`src/rtl/calc1_port_driver.sv`:
```
// Request-side driver for one calc1 port: queues {cmd, op1, op2}, plays each request onto the
// two-cycle calc1 protocol, and hands the response (or a timeout) back over valid/ready.
module calc1_port_driver #(
    parameter int DEPTH   = 4,
    parameter int TIMEOUT = 64
) (
    input  logic        c_clk,
    input  logic        reset,
    input  logic        req_valid,
    output logic        req_ready,
    input  logic [0:3]  req_cmd,
    input  logic [0:31] req_op1,
    input  logic [0:31] req_op2,
    output logic [0:3]  duv_cmd,
    output logic [0:31] duv_data,
    input  logic [0:1]  duv_resp,
    input  logic [0:31] duv_rdata,
    output logic        rsp_valid,
    input  logic        rsp_ready,
    output logic [0:1]  rsp_resp,
    output logic [0:31] rsp_data,
    output logic        rsp_timeout,
    output logic        stray_err,
    output logic        busy
);
    localparam int AW = $clog2(DEPTH);
    localparam int CW = $clog2(TIMEOUT);

    typedef enum logic [2:0] {S_IDLE, S_SEND1, S_SEND2, S_WAIT, S_HOLD} state_t;

    logic [67:0]   r_mem [DEPTH];
    logic [AW-1:0] r_wr_ptr;
    logic [AW-1:0] r_rd_ptr;
    logic [AW:0]   r_count;
    logic          w_full;
    logic          w_empty;
    logic          w_push;
    logic          w_pop;
    logic [3:0]    w_head_cmd;
    logic [31:0]   w_head_op1;
    logic [31:0]   w_head_op2;

    state_t        r_state;
    state_t        w_state_nxt;
    logic [CW-1:0] r_wait_cnt;
    logic [CW-1:0] w_wait_cnt_nxt;
    logic [31:0]   r_op2;
    logic [3:0]    r_duv_cmd;
    logic [3:0]    w_duv_cmd_nxt;
    logic [31:0]   r_duv_data;
    logic [31:0]   w_duv_data_nxt;
    logic          r_rsp_valid;
    logic          w_rsp_valid_nxt;
    logic [1:0]    r_rsp_resp;
    logic [1:0]    w_rsp_resp_nxt;
    logic [31:0]   r_rsp_data;
    logic [31:0]   w_rsp_data_nxt;
    logic          r_rsp_timeout;
    logic          w_rsp_timeout_nxt;
    logic          r_stray;

    // Full/empty come from the registered count, so a pop never frees a slot in the same cycle.
    assign w_full  = (r_count == (AW+1)'(DEPTH));
    assign w_empty = (r_count == '0);
    assign w_push  = req_valid && !w_full;
    assign w_pop   = (r_state == S_IDLE) && !w_empty;
    assign {w_head_cmd, w_head_op1, w_head_op2} = r_mem[r_rd_ptr];

    always_ff @(posedge c_clk or posedge reset) begin
        if (reset) begin
            r_wr_ptr <= '0;
            r_rd_ptr <= '0;
            r_count  <= '0;
        end else begin
            if (w_push) r_wr_ptr <= r_wr_ptr + 1'b1;
            if (w_pop)  r_rd_ptr <= r_rd_ptr + 1'b1;
            case ({w_push, w_pop})
                2'b10:   r_count <= r_count + 1'b1;
                2'b01:   r_count <= r_count - 1'b1;
                default: r_count <= r_count;
            endcase
        end
    end

    always_ff @(posedge c_clk) begin
        if (w_push) r_mem[r_wr_ptr] <= {req_cmd, req_op1, req_op2};
        if (w_pop)  r_op2 <= w_head_op2;
    end

    always_ff @(posedge c_clk or posedge reset) begin
        if (reset) begin
            r_state       <= S_IDLE;
            r_wait_cnt    <= '0;
            r_duv_cmd     <= '0;
            r_duv_data    <= '0;
            r_rsp_valid   <= 1'b0;
            r_rsp_resp    <= '0;
            r_rsp_data    <= '0;
            r_rsp_timeout <= 1'b0;
            r_stray       <= 1'b0;
        end else begin
            r_state       <= w_state_nxt;
            r_wait_cnt    <= w_wait_cnt_nxt;
            r_duv_cmd     <= w_duv_cmd_nxt;
            r_duv_data    <= w_duv_data_nxt;
            r_rsp_valid   <= w_rsp_valid_nxt;
            r_rsp_resp    <= w_rsp_resp_nxt;
            r_rsp_data    <= w_rsp_data_nxt;
            r_rsp_timeout <= w_rsp_timeout_nxt;
            r_stray       <= r_stray || ((duv_resp != 2'd0) && (r_state != S_WAIT));
        end
    end

    always_comb begin
        w_state_nxt       = r_state;
        w_wait_cnt_nxt    = r_wait_cnt;
        w_duv_cmd_nxt     = '0;
        w_duv_data_nxt    = '0;
        w_rsp_valid_nxt   = r_rsp_valid;
        w_rsp_resp_nxt    = r_rsp_resp;
        w_rsp_data_nxt    = r_rsp_data;
        w_rsp_timeout_nxt = r_rsp_timeout;
        case (r_state)
            // A popped cmd==0 entry is simply discarded and the FSM stays here.
            S_IDLE: begin
                if (!w_empty && (w_head_cmd != 4'd0)) begin
                    w_duv_cmd_nxt  = w_head_cmd;
                    w_duv_data_nxt = w_head_op1;
                    w_state_nxt    = S_SEND1;
                end
            end
            S_SEND1: begin
                w_duv_data_nxt = r_op2;
                w_state_nxt    = S_SEND2;
            end
            S_SEND2: begin
                w_wait_cnt_nxt = '0;
                w_state_nxt    = S_WAIT;
            end
            S_WAIT: begin
                if (duv_resp != 2'd0) begin
                    w_rsp_valid_nxt   = 1'b1;
                    w_rsp_resp_nxt    = duv_resp;
                    w_rsp_data_nxt    = duv_rdata;
                    w_rsp_timeout_nxt = 1'b0;
                    w_state_nxt       = S_HOLD;
                end else if (r_wait_cnt == CW'(TIMEOUT - 1)) begin
                    w_rsp_valid_nxt   = 1'b1;
                    w_rsp_resp_nxt    = '0;
                    w_rsp_data_nxt    = '0;
                    w_rsp_timeout_nxt = 1'b1;
                    w_state_nxt       = S_HOLD;
                end else begin
                    w_wait_cnt_nxt = r_wait_cnt + 1'b1;
                end
            end
            S_HOLD: begin
                if (rsp_ready) begin
                    w_rsp_valid_nxt = 1'b0;
                    w_state_nxt     = S_IDLE;
                end
            end
            default: w_state_nxt = S_IDLE;
        endcase
    end

    assign req_ready   = !w_full;
    assign busy        = !w_empty || (r_state != S_IDLE);
    assign duv_cmd     = r_duv_cmd;
    assign duv_data    = r_duv_data;
    assign rsp_valid   = r_rsp_valid;
    assign rsp_resp    = r_rsp_resp;
    assign rsp_data    = r_rsp_data;
    assign rsp_timeout = r_rsp_timeout;
    assign stray_err   = r_stray;

endmodule

```
`config.mk`:
```
export PLATFORM = sky130hd
export DESIGN_NAME = calc1_port_driver
export DESIGN_NICKNAME = d
export VERILOG_FILES = /design/src/rtl/calc1_port_driver.sv
export SDC_FILE = /design/constraint.sdc
export NUM_CORES = 1
export LEC_CHECK = 0
export CORE_ASPECT_RATIO = 1.25
export CORE_MARGIN = 2
export CORE_UTILIZATION = 44
export CTS_BUF_LIST = sky130_fd_sc_hd__clkbuf_8
export DETAILED_ROUTE_END_ITERATION = 8
export PLACE_DENSITY = 0.67
export SYNTH_ARGS = -nofsm -noshare
export SYNTH_HDL_FRONTEND = slang
export SYNTH_SLANG_ARGS = --single-unit
```
`constraint.sdc`:
```
create_clock -name c_clk -period 4.49 [get_ports c_clk]
set_input_delay 0.449 -clock c_clk [delete_from_list [all_inputs] [get_ports c_clk]]
set_output_delay 0.449 -clock c_clk [all_outputs]
set_load 0.05 [all_outputs]
```
==> results.json <==
{
  "synthMostInstantiatedCell": "edfxtp_1",
  "fin_area_sq_mm": 0.0176,
  "cts_setup_buffers": 0,
  "final_core_util_pct": 55.3,
  "cts_buffer_depth": 3,
  "synth_flop_cell": "edfxtp_1",
  "dpl_worst_slack_ns": 1.84,
  "routedWlPerCell_um": 20.7,
  "max_freq_mhz": 333,
  "routed_wl_um": 27400,
  "yosys.area.top_type": "edfxtp_1",
  "vias": 6866,
  "clock_skew_ns": 0.0285,
  "setup_viol": 0,
  "met1_usage_pct": 20.3,
  "grt_max_degree": 68,
  "io_pins": 181,
  "slew_headroom_pct": 35.7,
  "tightest_slew_ns": 0.962,
  "path_buf_inv": 1,
  "finalSetupTns_ns": 0,
  "synth-warning-count": 0,
  "p_leak_nw": 6.23,
  "h-tree-depth": 2,
  "synth.top_cell.area_share_pct": 64.3,
  "cts_tree": "built",
  "path_class": "reg -> out",
  "synth_edf_count": 304,
  "rsz0062_at_grt": "false",
  "grtUsageTotal_pct": 16.4,
  "worstPathArrival_ns": 2.56,
  "maxSlewViolCount": 0,
  "powerDensity_mw_per_mm2": 698,
  "fp.dieArea_sq_mm": 0.0337,
  "drtIter0Drc": 324,
  "synthArstFlopShare_pct": 22.6,
  "yosys-top-cells-area": "edfxtp_1, dfrtp_1, mux4_2, a22o_1, clkbuf_1",
  "status": "finished, final reports clean",
  "hold_viol_final": 0,
  "cp_slowest_cell": "clkdlybuf4s50_1",
  "clock_latency_ns": 0.60,
  "netlist_instances": 648,
  "worst_ir_drop_vdd_mv": 0.498,
  "gr-usage-met2_pct": 28.1,
  "place_congestion": 0.731,
  "area_growth_pct": 23.8,
  "ant_nets": 0,
  "drc": 0,
  "hold_class": "in -> async",
  "finalWorstSetupSlack_ns": 1.48,
  "grtUsageMet3_pct": 4.96,
  "syn_nets": 761,
  "synth_cell_types": 35,
  "port_buffers": 180,
  "cp-end-kind": "primary output",
  "max_cap_violations": 0,
  "r2r_start": "r_rd_ptr[0]$_DFFE_PP0P_",
  "nets": 981,
  "critPathMaxFanout": 3,
  "rrSetupSlack_ns": 1.90,
  "min_period_over_period_pct": 67.0,
  "ys_ff_latch": 393,
  "holdBufCountCts": 0,
  "grt_pass1_wl_um": 41400,
  "ctsResizeCount": 0,
  "critical_path.cell_chain": "nor3_1 > nand3b_1 > clkdlybuf4s50_1",
  "num-fill-cells": 2437,
  "synth_area_per_cell_sq_um": 21.9,
  "grt_antenna_before_repair": 4,
  "cts_made_buffers": 57,
  "die_y_um": 205,
  "cp_top_family": "simple AND/OR/NAND/NOR gates",
  "period_minus_slack_ns": 3.01,
  "dp_hpwl_um": 16400,
  "clkSinkCount": 393,
  "grt_overflow": 0,
  "row_count": 73,
  "busiest_layer": "met2",
  "fin_total_pwr_mw": 12.3,
  "drive_above_1_share_pct": 18.4,
  "worst_r2r_endpoint": "duv_data[3]$_DFF_PP0_",
  "grt_pass1_vias": 7343,
  "ys_seq_area_share_pct": 80.0,
  "clk_pin_slew_ns": 0.06,
  "die_w_um": 165,
  "start_util_pct": 44.7,
  "reg2regPathDepth": 4,
  "clock-root-buffer": "clkbuf_8",
  "slowest_delay_ns": 0.75,
  "firstDrtPassIters": 4,
  "synth_commonest_cells": "edfxtp_1, dfrtp_1, mux4_2",
  "syn_area_sq_mm": 0.0142,
  "vias_per_cell": 5.18,
  "coreArea_sq_mm": 0.0318,
  "cp.required_ns": 4.04,
  "cp-start-kind": "flop",
  "dpl-instance-area_sq_mm": 0.0165
}
registers in the layout, indices dropped and copies added (netlist names):
register and flops:
duv_cmd 4, duv_data 32, r_count 3, r_mem 272
r_op2 32, r_rd_ptr 2, r_state 3, r_wait_cnt 6
r_wr_ptr 2, rsp_data 32, rsp_resp 2, rsp_timeout 1
rsp_valid 1, stray_err 1
through the flow:
| stage | hold slack (ns) | std cells |
|---|---|---|
| floorplan | 0.443 | 648 |
| global placement | 0.456 | 1221 |
| detailed placement | 0.460 | 1221 |
| CTS | 0.410 | 1324 |
| global route | 0.427 | 1324 |
| finish | 0.399 | 1326 |
placed cells by master, fill, tap and decap left out, drive strengths merged, types with 3 or more instances in the layout:
cell and n:
and2 7, a21oi 4, dfrtp 89, and3 4
ha 6, o21ai 8, a22o 65, mux4 68
nand2 11, xor2 3, nand3 8, clkdlybuf4s50 180
edfxtp 304, xnor2 3, buf 14, inv 30
clkbuf 66, nor2 8, clkinv 12
how the worst max path moves through the flow:
stage | from | endpoint | slack [ns] | cells after the start
after floorplan | r_state[2]$_DFFE_PP0P_ | r_count[2]$_DFFE_PP0P_ | 0.44 | 8
after global placement | r_rd_ptr[0]$_DFFE_PP0P_ | duv_data[3]$_DFF_PP0_ | 1.85 | 3
after detailed placement | r_rd_ptr[0]$_DFFE_PP0P_ | duv_data[3]$_DFF_PP0_ | 1.84 | 3
after CTS | r_count[0]$_DFFE_PP0P_ | busy | 1.44 | 3
after global routing | r_count[0]$_DFFE_PP0P_ | busy | 1.36 | 3
final | r_count[0]$_DFFE_PP0P_ | busy | 1.48 | 3
metal layers:
layer | up-vias | share of wire [%]
met5 | - | 0.11
met4 | 4 | 1.5
met3 | 41 | 7.7
met2 | 227 | 50
met1 | 3502 | 41
li1 | 3092 | -
logic make-up (layout without fill, tap and decap cells):
group / after synthesis / after routing / share of synthesized area (%)
adder cells (fa/ha/maj): 7 / 7 / 0.669
multiplexers: 72 / 72 / 11.1
other: 0 / 2 / 0
AO/OA/AOI/OAI: 80 / 80 / 4.59
flip-flops: 393 / 393 / 80.0
AND/OR/NAND/NOR: 50 / 50 / 1.91
XOR/XNOR: 6 / 6 / 0.370
buffers and inverters: 40 / 304 / 1.43
power breakdown:
part           leakage [nW]  internal [mW]  switching [mW]  total, mW
Sequential             3.91           5.08           0.458       5.54
Clock                 0.640           1.39            1.25       2.63
Combinational          1.67           1.68            2.41       4.09
Total                  6.23           8.15            4.12       12.3
final cells by class:
cell class | count | area, sq um | area share (%)
Sequential cell | 393 | 11400 | 64.6
Multi-Input combinational cell | 215 | 2690 | 15.3
Timing Repair Buffer | 194 | 1910 | 10.8
Clock buffer | 66 | 908 | 5.16
Tap cell | 412 | 515 | 2.93
Clock inverter | 37 | 174 | 0.989
Inverter | 7 | 28.8 | 0.164
Antenna cell | 2 | 5.00 | 0.0285
(Power assumes the default switching activity.)
